==> src/rtl/regfile_scoreboard_if.sv <==
// Write-back, read-port and issue/scoreboard signals between the pipeline and regfile_scoreboard.
interface regfile_scoreboard_if;
    localparam int unsigned DATA_W = 16;
    localparam int unsigned ADDR_W = 3;

    logic [DATA_W-1:0] wb_result;
    logic [ADDR_W-1:0] wb_dest_addr;
    logic              wb_we;
    logic [ADDR_W-1:0] rd_addr_a;
    logic [ADDR_W-1:0] rd_addr_b;
    logic [DATA_W-1:0] rd_data_a;
    logic [DATA_W-1:0] rd_data_b;
    logic              issue_valid;
    logic              issue_we;
    logic [ADDR_W-1:0] issue_dest_addr;
    logic              src_a_used;
    logic              src_b_used;
    logic              flush;
    logic              stall;
    logic              sb_underflow;

    // Pipeline side: drives write-back and issue, observes reads and stall.
    modport master (
        output wb_result, wb_dest_addr, wb_we,
        output rd_addr_a, rd_addr_b,
        output issue_valid, issue_we, issue_dest_addr,
        output src_a_used, src_b_used, flush,
        input  rd_data_a, rd_data_b, stall, sb_underflow
    );

    // Register file side.
    modport slave (
        input  wb_result, wb_dest_addr, wb_we,
        input  rd_addr_a, rd_addr_b,
        input  issue_valid, issue_we, issue_dest_addr,
        input  src_a_used, src_b_used, flush,
        output rd_data_a, rd_data_b, stall, sb_underflow
    );
endinterface

==> src/rtl/regfile_scoreboard.sv <==
// Eight-entry 16-bit register file with per-register pending-write counters
// that stall issue while an operand or destination is still in flight.
// Optional feature: define REGFILE_BYPASS_EN to forward the write-back value
// to the read ports and let a retiring last write release a waiting source.
module regfile_scoreboard #(
    parameter int unsigned PEND_W = 2
) (
    input  logic                 clk,
    input  logic                 reset,
    regfile_scoreboard_if.slave  bus
);
    localparam int unsigned NREG   = 8;
    localparam int unsigned DATA_W = 16;
    localparam logic [PEND_W-1:0] PEND_MAX = '1;
    localparam logic [PEND_W-1:0] PEND_ONE = PEND_W'(1);

    logic [DATA_W-1:0] regs [NREG];
    logic [PEND_W-1:0] pend [NREG];
    logic              sb_underflow_q;

    logic [DATA_W-1:0] rd_data_a_c;
    logic [DATA_W-1:0] rd_data_b_c;
    logic              byp_a_c;
    logic              byp_b_c;
    logic              src_a_ok_c;
    logic              src_b_ok_c;
    logic              dest_full_c;
    logic              stall_c;
    logic              inc_c;
    logic              dec_c;
    logic              same_c;

    // Read ports, with optional write-back forwarding and bypass-release of sources.
    always_comb begin
        rd_data_a_c = regs[bus.rd_addr_a];
        rd_data_b_c = regs[bus.rd_addr_b];
        byp_a_c     = 1'b0;
        byp_b_c     = 1'b0;
`ifdef REGFILE_BYPASS_EN
        if (bus.wb_we && (bus.rd_addr_a == bus.wb_dest_addr)) begin
            rd_data_a_c = bus.wb_result;
        end
        if (bus.wb_we && (bus.rd_addr_b == bus.wb_dest_addr)) begin
            rd_data_b_c = bus.wb_result;
        end
        byp_a_c = (pend[bus.rd_addr_a] == PEND_ONE) && bus.wb_we
                  && (bus.wb_dest_addr == bus.rd_addr_a);
        byp_b_c = (pend[bus.rd_addr_b] == PEND_ONE) && bus.wb_we
                  && (bus.wb_dest_addr == bus.rd_addr_b);
`endif
    end

    // Operand readiness, destination saturation and the resulting stall.
    always_comb begin
        src_a_ok_c  = !bus.src_a_used || (pend[bus.rd_addr_a] == '0) || byp_a_c;
        src_b_ok_c  = !bus.src_b_used || (pend[bus.rd_addr_b] == '0) || byp_b_c;
        dest_full_c = bus.issue_we && (pend[bus.issue_dest_addr] == PEND_MAX)
                      && !(bus.wb_we && (bus.wb_dest_addr == bus.issue_dest_addr));
        stall_c     = bus.issue_valid && (!src_a_ok_c || !src_b_ok_c || dest_full_c);
        inc_c       = bus.issue_valid && !stall_c && bus.issue_we;
        dec_c       = bus.wb_we;
        same_c      = (bus.issue_dest_addr == bus.wb_dest_addr);
    end

    // Register storage, pending counters and sticky underflow flag.
    always_ff @(posedge clk) begin
        if (reset) begin
            for (int i = 0; i < NREG; i++) begin
                regs[i] <= '0;
                pend[i] <= '0;
            end
            sb_underflow_q <= 1'b0;
        end else begin
            if (bus.wb_we) begin
                regs[bus.wb_dest_addr] <= bus.wb_result;
            end
            if (bus.flush) begin
                for (int i = 0; i < NREG; i++) begin
                    pend[i] <= '0;
                end
            end else begin
                // Matching inc and dec on one register cancel out.
                if (inc_c && !(dec_c && same_c)) begin
                    pend[bus.issue_dest_addr] <= pend[bus.issue_dest_addr] + PEND_ONE;
                end
                if (dec_c && !(inc_c && same_c)) begin
                    if (pend[bus.wb_dest_addr] == '0) begin
                        sb_underflow_q <= 1'b1;
                    end else begin
                        pend[bus.wb_dest_addr] <= pend[bus.wb_dest_addr] - PEND_ONE;
                    end
                end
            end
        end
    end

    assign bus.rd_data_a    = rd_data_a_c;
    assign bus.rd_data_b    = rd_data_b_c;
    assign bus.stall        = stall_c;
    assign bus.sb_underflow = sb_underflow_q;
endmodule
==> src/flat_wrapper.sv <==
// flat-port wrapper written by rule: the top's interface ports become plain ports
module regfile_scoreboard_flat 
#(
    parameter int unsigned PEND_W = 2
)
  (clk, reset, bus_wb_result, bus_wb_dest_addr, bus_wb_we, bus_rd_addr_a, bus_rd_addr_b, bus_issue_valid, bus_issue_we, bus_issue_dest_addr, bus_src_a_used, bus_src_b_used, bus_flush, bus_rd_data_a, bus_rd_data_b, bus_stall, bus_sb_underflow);
  regfile_scoreboard_if bus_i ();
  input  logic clk;
  input  logic reset;
  input wire logic [$bits(bus_i.wb_result)-1:0] bus_wb_result;
  input wire logic [$bits(bus_i.wb_dest_addr)-1:0] bus_wb_dest_addr;
  input wire logic [$bits(bus_i.wb_we)-1:0] bus_wb_we;
  input wire logic [$bits(bus_i.rd_addr_a)-1:0] bus_rd_addr_a;
  input wire logic [$bits(bus_i.rd_addr_b)-1:0] bus_rd_addr_b;
  input wire logic [$bits(bus_i.issue_valid)-1:0] bus_issue_valid;
  input wire logic [$bits(bus_i.issue_we)-1:0] bus_issue_we;
  input wire logic [$bits(bus_i.issue_dest_addr)-1:0] bus_issue_dest_addr;
  input wire logic [$bits(bus_i.src_a_used)-1:0] bus_src_a_used;
  input wire logic [$bits(bus_i.src_b_used)-1:0] bus_src_b_used;
  input wire logic [$bits(bus_i.flush)-1:0] bus_flush;
  output wire logic [$bits(bus_i.rd_data_a)-1:0] bus_rd_data_a;
  output wire logic [$bits(bus_i.rd_data_b)-1:0] bus_rd_data_b;
  output wire logic [$bits(bus_i.stall)-1:0] bus_stall;
  output wire logic [$bits(bus_i.sb_underflow)-1:0] bus_sb_underflow;
  assign bus_i.wb_result = bus_wb_result;
  assign bus_i.wb_dest_addr = bus_wb_dest_addr;
  assign bus_i.wb_we = bus_wb_we;
  assign bus_i.rd_addr_a = bus_rd_addr_a;
  assign bus_i.rd_addr_b = bus_rd_addr_b;
  assign bus_i.issue_valid = bus_issue_valid;
  assign bus_i.issue_we = bus_issue_we;
  assign bus_i.issue_dest_addr = bus_issue_dest_addr;
  assign bus_i.src_a_used = bus_src_a_used;
  assign bus_i.src_b_used = bus_src_b_used;
  assign bus_i.flush = bus_flush;
  assign bus_rd_data_a = bus_i.rd_data_a;
  assign bus_rd_data_b = bus_i.rd_data_b;
  assign bus_stall = bus_i.stall;
  assign bus_sb_underflow = bus_i.sb_underflow;
  regfile_scoreboard #(.PEND_W(PEND_W)) u_core (.clk(clk), .reset(reset), .bus(bus_i));
endmodule
==> config.mk <==
export PLATFORM = sky130hd
export DESIGN_NAME = regfile_scoreboard_flat
export DESIGN_NICKNAME = d
export VERILOG_FILES = /design/src/rtl/regfile_scoreboard_if.sv /design/src/rtl/regfile_scoreboard.sv /design/src/flat_wrapper.sv
export SDC_FILE = /design/constraint.sdc
export NUM_CORES = 1
export LEC_CHECK = 0
export BUFFER_PORTS_ARGS = -buffer_cell sky130_fd_sc_hd__buf_2
export CAP_MARGIN = 20
export CORE_MARGIN = 2
export CORE_UTILIZATION = 35
export DETAILED_ROUTE_END_ITERATION = 16
export PLACE_DENSITY_LB_ADDON = 0.05
export SYNTH_ARGS = -nofsm -noshare
export SYNTH_HDL_FRONTEND = slang
export SYNTH_SLANG_ARGS = --single-unit
==> constraint.sdc <==
create_clock -name clk -period 2.55 [get_ports clk]
set_clock_uncertainty 0.05 [all_clocks]
set_input_delay 0 -clock clk [delete_from_list [all_inputs] [get_ports clk]]
set_output_delay 0 -clock clk [all_outputs]
set_load 0.01 [all_outputs]
==> results of run 1 <==
power by group through the flow:
stage	Combinational (mW)	Sequential [mW]	Clock, mW
floorplan	0.570	2.86	0
global placement	0.931	2.88	0
detailed placement	0.936	2.90	0
CTS	0.985	2.85	2.68
global route	1.06	2.86	2.79
finish	0.990	2.85	2.64
Yosys cell counts (2+ instances only):
cell and count:
edfxtp_1 144, and2_1 131, mux4_2 68, mux2_2 33, clkbuf_1 25, nor2_1 19
nand2_1 18, o22ai_1 14, buf_2 11, or2_2 11, nor3_1 7, inv_1 6
nand3_1 6, o221ai_1 6, a21oi_1 4, a32oi_1 4, nand2b_1 4, or3b_2 4
nand3b_1 3, nor2b_1 3, nor3b_1 3, nor4b_1 3, o41ai_1 3, or3_1 3
xor2_1 3, a311oi_1 2, and3_1 2, and3b_1 2, buf_1 2, ha_1 2
nand4_1 2, o21bai_1 2, o31ai_1 2
through the flow:
step / total power, mW / hold WS [ps]
4_1_cts: 6.51 / 108
3_5_place_dp: 3.83 / 279
3_3_place_gp: 3.81 / 277
2_1_floorplan: 3.43 / 61.0
5_1_grt: 6.72 / 122
6_report: 6.48 / 122
how the worst max path moves through the flow:
stage	from	end	slack [ps]	cells after the start
2_1_floorplan	u_core.pend[6][0]	u_core.pend[2][0]	20	6
3_3_place_gp	u_core.pend[3][0]	u_core.pend[5][1]	-170	6
3_5_place_dp	u_core.pend[6][0]	u_core.pend[2][1]	-230	7
4_1_cts	u_core.pend[6][0]	u_core.pend[1][0]	-20	8
5_1_grt	u_core.pend[3][0]	u_core.pend[1][0]	-130	8
6_report	u_core.pend[6][0]	u_core.pend[1][0]	-90	8
state kept, by name, summed over array words and instances (netlist names):
| signal | cells |
|---|---|
| u_core.bus.sb_underflow | 1 |
| u_core.regs | 128 |
| u_core.pend | 16 |
metal layers:
| layer | global-route usage | wire, um |
|---|---|---|
| met1 | 0.280 | 11300 |
| met2 | 0.359 | 12500 |
| met3 | 0.0323 | 876 |
| met4 | 0.0489 | 282 |
| met5 | 0 | 0 |
cells in the final DEF (no fill, tap or decap), types with 3 or more instances in the layout:
cell type	synthesis	final
bufinv_16	0	4
buf_2	11	69
inv_1	6	6
nor3b_1	3	3
or3b_2	4	4
or3_1	3	3
clkbuf_16	0	17
inv_6	0	3
a32oi_1	4	3
nand2b_1	4	3
nor2b_1	3	3
and2_1	131	131
mux2_2	33	32
nand2_1	18	17
edfxtp_1	144	144
buf_4	1	70
nor3_1	7	6
nor2_1	19	19
mux4_2	68	68
nand3b_1	3	3
nand3_1	6	5
o22ai_1	14	13
dlygate4sd3_1	0	18
or2_2	11	11
o221ai_2	0	5
xor2_1	3	3
critical path: stages, from the launching register on:
cell	delay [ps]
edfxtp_1	440
mux4_2	500
mux2_4	320
ha_4	190
a2111oi_4	260
buf_4	240
a311oi_2	110
o31ai_1	90
buf_4	160
cells by family after synthesis:
family | share of synthesized area
simple gates | 0.165
flops | 0.522
mux | 0.230
compound gates | 0.0525
buf+inv | 0.0238
xor+xnor | 0.00316
fa+ha+maj | 0.00301
repair_timing:
item	CTS	global route
gates resized for setup	15	9
setup endpoints to repair	33	32
pin swaps	1	0
hold endpoints to repair	129	0
hold buffers	18	0
setup buffers	3	3
area by class of cell:
cell class	count	area, um^2	share of cell area
Sequential cell	145	4340	0.418
Multi-Input combinational cell	383	3940	0.379
Timing Repair Buffer	158	1070	0.103
Clock buffer	19	433	0.0417
Tap cell	319	399	0.0384
Clock inverter	12	180	0.0173
Inverter	6	22.5	0.00217
==> results.sh, run 1 <==
export IMPL_status="finished with violations"
export IMPL_violations="setup timing"
export IMPL_min_delay_path_depth=4
export IMPL_ant_nets=0
export IMPL_tns_ps=-643
export IMPL_numPortBuffers=69
export IMPL_drive_gt1_frac=0.434
export IMPL_vias=5639
export IMPL_hold_viol=0
export IMPL_critPathArrivalTime_ps=2720
export IMPL_ys_types=55
export IMPL_synth_ff_type="edfxtp_1"
export IMPL_fin_util=0.444
export IMPL_cp_start_kind="flop"
export IMPL_min_to="u_core.pend[1][1]"
export IMPL_crit_path_end_kind="flop"
export IMPL_cts_tree="built"
export IMPL_clock_latency_ps=420
export IMPL_cts_buffers=17
export IMPL_track_usage=0.209
export IMPL_drtIter0Drc=466
export IMPL_die_area_um2=25000
export IMPL_cts_root_buf="clkbuf_16"
export IMPL_ys_seq_area_frac=0.522
export IMPL_synth_cells=574
export IMPL_yosysTopAreaCellShare=0.520
export IMPL_combinationalPowerShare=0.153
export IMPL_clk_pin_slew_ps=70
export IMPL_grt_pass1_wl_um=37200
export IMPL_power_density_nw_per_um2=624
export IMPL_hold_start="bus_wb_dest_addr[1]"
export IMPL_die_w_um=158
export IMPL_syn_area_per_cell_um2=14.5
export IMPL_power_switching_mw=1.58
export IMPL_r2r_setup_slack_ps=-90
export IMPL_fmax_mhz=379
export IMPL_ir_drop_uv=324
export IMPL_place_congestion=0.894
export IMPL_num_io_pins=70
export IMPL_synth_edf_count=144
export IMPL_core_area_um2=23400
export IMPL_worstPathRequired_ps=2640
export IMPL_nNetsFinal=749
export IMPL_p_leak_nw=3.70
export IMPL_timing_final_crit_share=1.03
export IMPL_wl_um=25000
export IMPL_start_util=0.355
export IMPL_slew_headroom=0.572
export IMPL_grt_pass1_vias=6061
export IMPL_report_final_slew_viol_count=0
export IMPL_final_area_um2=10400
export IMPL_postSynth_asyncResetShare=0
export IMPL_htreeDepth=4
export IMPL_r2r_end="u_core.pend[1][0]"
export IMPL_fp_dieH_um=158
export IMPL_hp_class="primary input to flop"
export IMPL_grt_max_degree=23
export IMPL_overflow=0
export IMPL_routed_via_density=5.41
export IMPL_antenna_found_initial=0
export IMPL_area_delta_synth_final_pct=24.9
export IMPL_setup_violations=16
export IMPL_clock_sinks=145
export IMPL_crit_type="flop to flop"
export IMPL_place_inst=987
export IMPL_drt_pre_antenna_iters=4
export IMPL_synthTopCellsByArea="edfxtp_1, mux4_2, and2_1"
export IMPL_synth_largest_area_cell="edfxtp_1"
export IMPL_wire_per_inst_um=24.0
export IMPL_yosys_warnings=0
export IMPL_clk_path_buf_depth=2
export IMPL_placed_area_um2=9390
export IMPL_rows=56
export IMPL_p_seq_frac=0.439
export IMPL_setup_slack_ps=-86.6
export IMPL_reg2regPathDepth=8
export IMPL_ys_ff_latch=145
export IMPL_p_sw_frac=0.244
export IMPL_final_cells=1042
export IMPL_min_period_ps=2640
export IMPL_syn_cell_area_um2=8320
export IMPL_r2r_start="u_core.pend[6][0]"
export IMPL_pre_cts_ws_ps=-226
export IMPL_antennaDiodeCount=0
export IMPL_maxCapViolCount=0
export IMPL_p_int_mw=4.90
export IMPL_synth_nets=612
export IMPL_rsz0062_at_grt="yes"
export IMPL_worst_path_max_fanout=7
export IMPL_nFillCells=2180
export IMPL_place_hpwl_um=16100
export IMPL_drc=0
export IMPL_p_clk_frac=0.408
export IMPL_tightestPinTransition_ps=634
Note: power is estimated with default switching activity, not from simulation.
==> run 2: changes to the inputs <==
CORE_UTILIZATION = 55   (was 35)
RECOVER_POWER = 100   (was not set)
==> run 2 against run 1 <==
  * The run still ends with setup timing left
  * Worst setup slack better by 27 ps
  * Combinational power down 1%
  * Total power down 1.0%
  * Flip-flop and latch count unchanged
  * First-iteration DRC count down 10%
  * Global-route usage up 8.3 points
  * Die area down 36%
  * Non-clock buffer count down 5
  * Clock-buffer cell count down 1
  * Clock power down 2%
  * Core utilization up 25 points
==> results.sh, run 2 (synthesis results as in run 1) <==
export IMPL_die_w_um=127
export IMPL_placed_area_um2=9180
export IMPL_place_hpwl_um=14500
export IMPL_final_common_cell="edfxtp_1"
export IMPL_worstPathRequired_ps=2590
export IMPL_clk_pin_slew_ps=60
export IMPL_nFillCells=1045
export IMPL_overflow=0
export IMPL_top_register="u_core.regs"
export IMPL_cts_buffers=17
export IMPL_slew_headroom=0.0946
export IMPL_final_area_um2=10200
export IMPL_combinationalPowerShare=0.153
export IMPL_p_int_mw=4.81
export IMPL_place_congestion=0.950
export IMPL_final_cell_mix="edfxtp_1, and2_1, mux4_2, and2_0, buf_4"
export IMPL_p_seq_frac=0.444
export IMPL_wire_per_inst_um=25.1
export IMPL_r2r_setup_slack_ps=-60
export IMPL_p_leak_nw=3.59
export IMPL_crit_end="u_core.pend[4][1]"
export IMPL_hold_viol=0
export IMPL_timing_final_crit_share=1.02
export IMPL_antennaDiodeCount=0
export IMPL_fmax_mhz=383
export IMPL_routed_via_density=6.25
export IMPL_critPathArrivalTime_ps=2650
export IMPL_hp_class="primary input to flop"
export IMPL_violations="setup timing"
export IMPL_core_area_um2=14600
export IMPL_status="finished with violations"
export IMPL_cts_root_buf="clkbuf_16"
export IMPL_fp_dieH_um=127
export IMPL_place_inst=846
export IMPL_p_clk_frac=0.404
export IMPL_crit_type="flop to flop"
export IMPL_grt_max_degree=33
export IMPL_ir_drop_uv=467
export IMPL_critPathLaunch="u_core.pend[1][0]"
export IMPL_r2r_end="u_core.pend[4][1]"
export IMPL_num_io_pins=70
export IMPL_nNetsFinal=744
export IMPL_setup_slack_ps=-59.5
export IMPL_rsz0062_at_grt="yes"
export IMPL_setup_violations=6
export IMPL_rows=44
export IMPL_drc=0
export IMPL_grt_pass1_vias=6023
export IMPL_vias=5643
export IMPL_die_area_um2=16100
export IMPL_cts_tree="built"
export IMPL_largest_reg_flops=128
export IMPL_worst_path_max_fanout=6
export IMPL_crit_path_end_kind="flop"
export IMPL_drive_gt1_frac=0.405
export IMPL_tightestPinTransition_ps=1360
export IMPL_tns_ps=-224
export IMPL_r2r_start="u_core.pend[1][0]"
export IMPL_area_delta_synth_final_pct=22.7
export IMPL_cpMaxStageDelayCell="edfxtp_1"
export IMPL_clock_sinks=145
export IMPL_clock_latency_ps=420
export IMPL_start_util=0.568
export IMPL_drt_pre_antenna_iters=5
export IMPL_ant_nets=0
export IMPL_maxCapViolCount=0
export IMPL_reg2regPathDepth=8
export IMPL_cp_start_kind="flop"
export IMPL_antenna_found_initial=0
export IMPL_grt_pass1_wl_um=34200
export IMPL_final_cells=903
export IMPL_track_usage=0.292
export IMPL_slowest_delay_ps=440
export IMPL_path_cells="buf_4 > nor4b_1 > a211oi_1 > a32oi_4 > o41a_1 > buf_6 > nand2_8 > o221ai_1"
export IMPL_power_switching_mw=1.61
export IMPL_report_final_slew_viol_count=0
export IMPL_p_sw_frac=0.251
export IMPL_power_density_nw_per_um2=628
export IMPL_hold_start="bus_wb_dest_addr[2]"
export IMPL_min_delay_path_depth=4
export IMPL_wl_um=22600
export IMPL_htreeDepth=4
export IMPL_clk_path_buf_depth=2
export IMPL_drtIter0Drc=418
export IMPL_min_period_ps=2610
export IMPL_numPortBuffers=69
## run 2: cell types whose count changed in the layout (fill, tap and decap cells not counted), sizes merged
| cell | delta |
|---|---|
| buf | -42 |
| bufinv | -1 |
| clkbuf | +36 |
| clkinv | +3 |
| clkinvlp | -1 |
| inv | +1 |
## run 2: per-stage QoR
step / total power [mW] / setup slack (ps) / util / hold WS [ps]
after floorplan: 3.43 / 19.8 / - / 61.0
after detailed placement: 3.80 / -130 / 0.627 / 293
final: 6.41 / -59.5 / 0.697 / 95.5
after CTS: 6.39 / -8.74 / 0.687 / 82.1
after global placement: 3.77 / -136 / 0.627 / 302
after global routing: 6.61 / -94.4 / 0.697 / 111
## run 2: per-layer routing
| metal | part of all wire | global-route usage | up-vias |
|---|---|---|---|
| met5 | 0 | 0 | - |
| met4 | 0.026 | 0.0970 | 0 |
| met3 | 0.056 | 0.0637 | 44 |
| met2 | 0.52 | 0.502 | 187 |
| met1 | 0.40 | 0.372 | 2889 |
| li1 | - | - | 2523 |
## run 2: worst min path at each step
stage	endpoint	slack, ps
after floorplan	bus_stall	60
after global placement	u_core.regs[2][12]	300
after detailed placement	bus_stall	290
after CTS	u_core.pend[1][1]	80
after global routing	u_core.pend[1][1]	110
final	u_core.pend[1][1]	100
## run 2: critical path, delay by kind of cell (launching register included)
kind	cells	cell delay, ps
compound gates	4	1010
buf+inv	2	320
simple gates	2	440
flops	1	440
## run 2: final cells by class
cell class                      count  area (um^2)  area share
Clock buffer                       18          429      0.0420
Clock inverter                     14          180      0.0176
Inverter                            6         22.5     0.00221
Multi-Input combinational cell    383         4000       0.392
Sequential cell                   145         4340       0.426
Tap cell                          184          230      0.0226
Timing Repair Buffer              153         1000      0.0979
## run 2: power groups by stage
stage | Clock [mW] | Sequential [mW] | Combinational [mW]
after floorplan | 0 | 2.86 | 0.570
after global placement | 0 | 2.88 | 0.892
after detailed placement | 0 | 2.89 | 0.903
after CTS | 2.60 | 2.84 | 0.948
after global routing | 2.71 | 2.86 | 1.04
final | 2.59 | 2.85 | 0.980
## run 2: timing repair
action                                 in CTS  in global routing
resized for setup                          12                 25
endpoints found under the hold margin     133                  0
hold buffers                               18                  0
pin swaps                                   1                  9
setup endpoints to repair                  28                 31
setup buffers                               2                  5
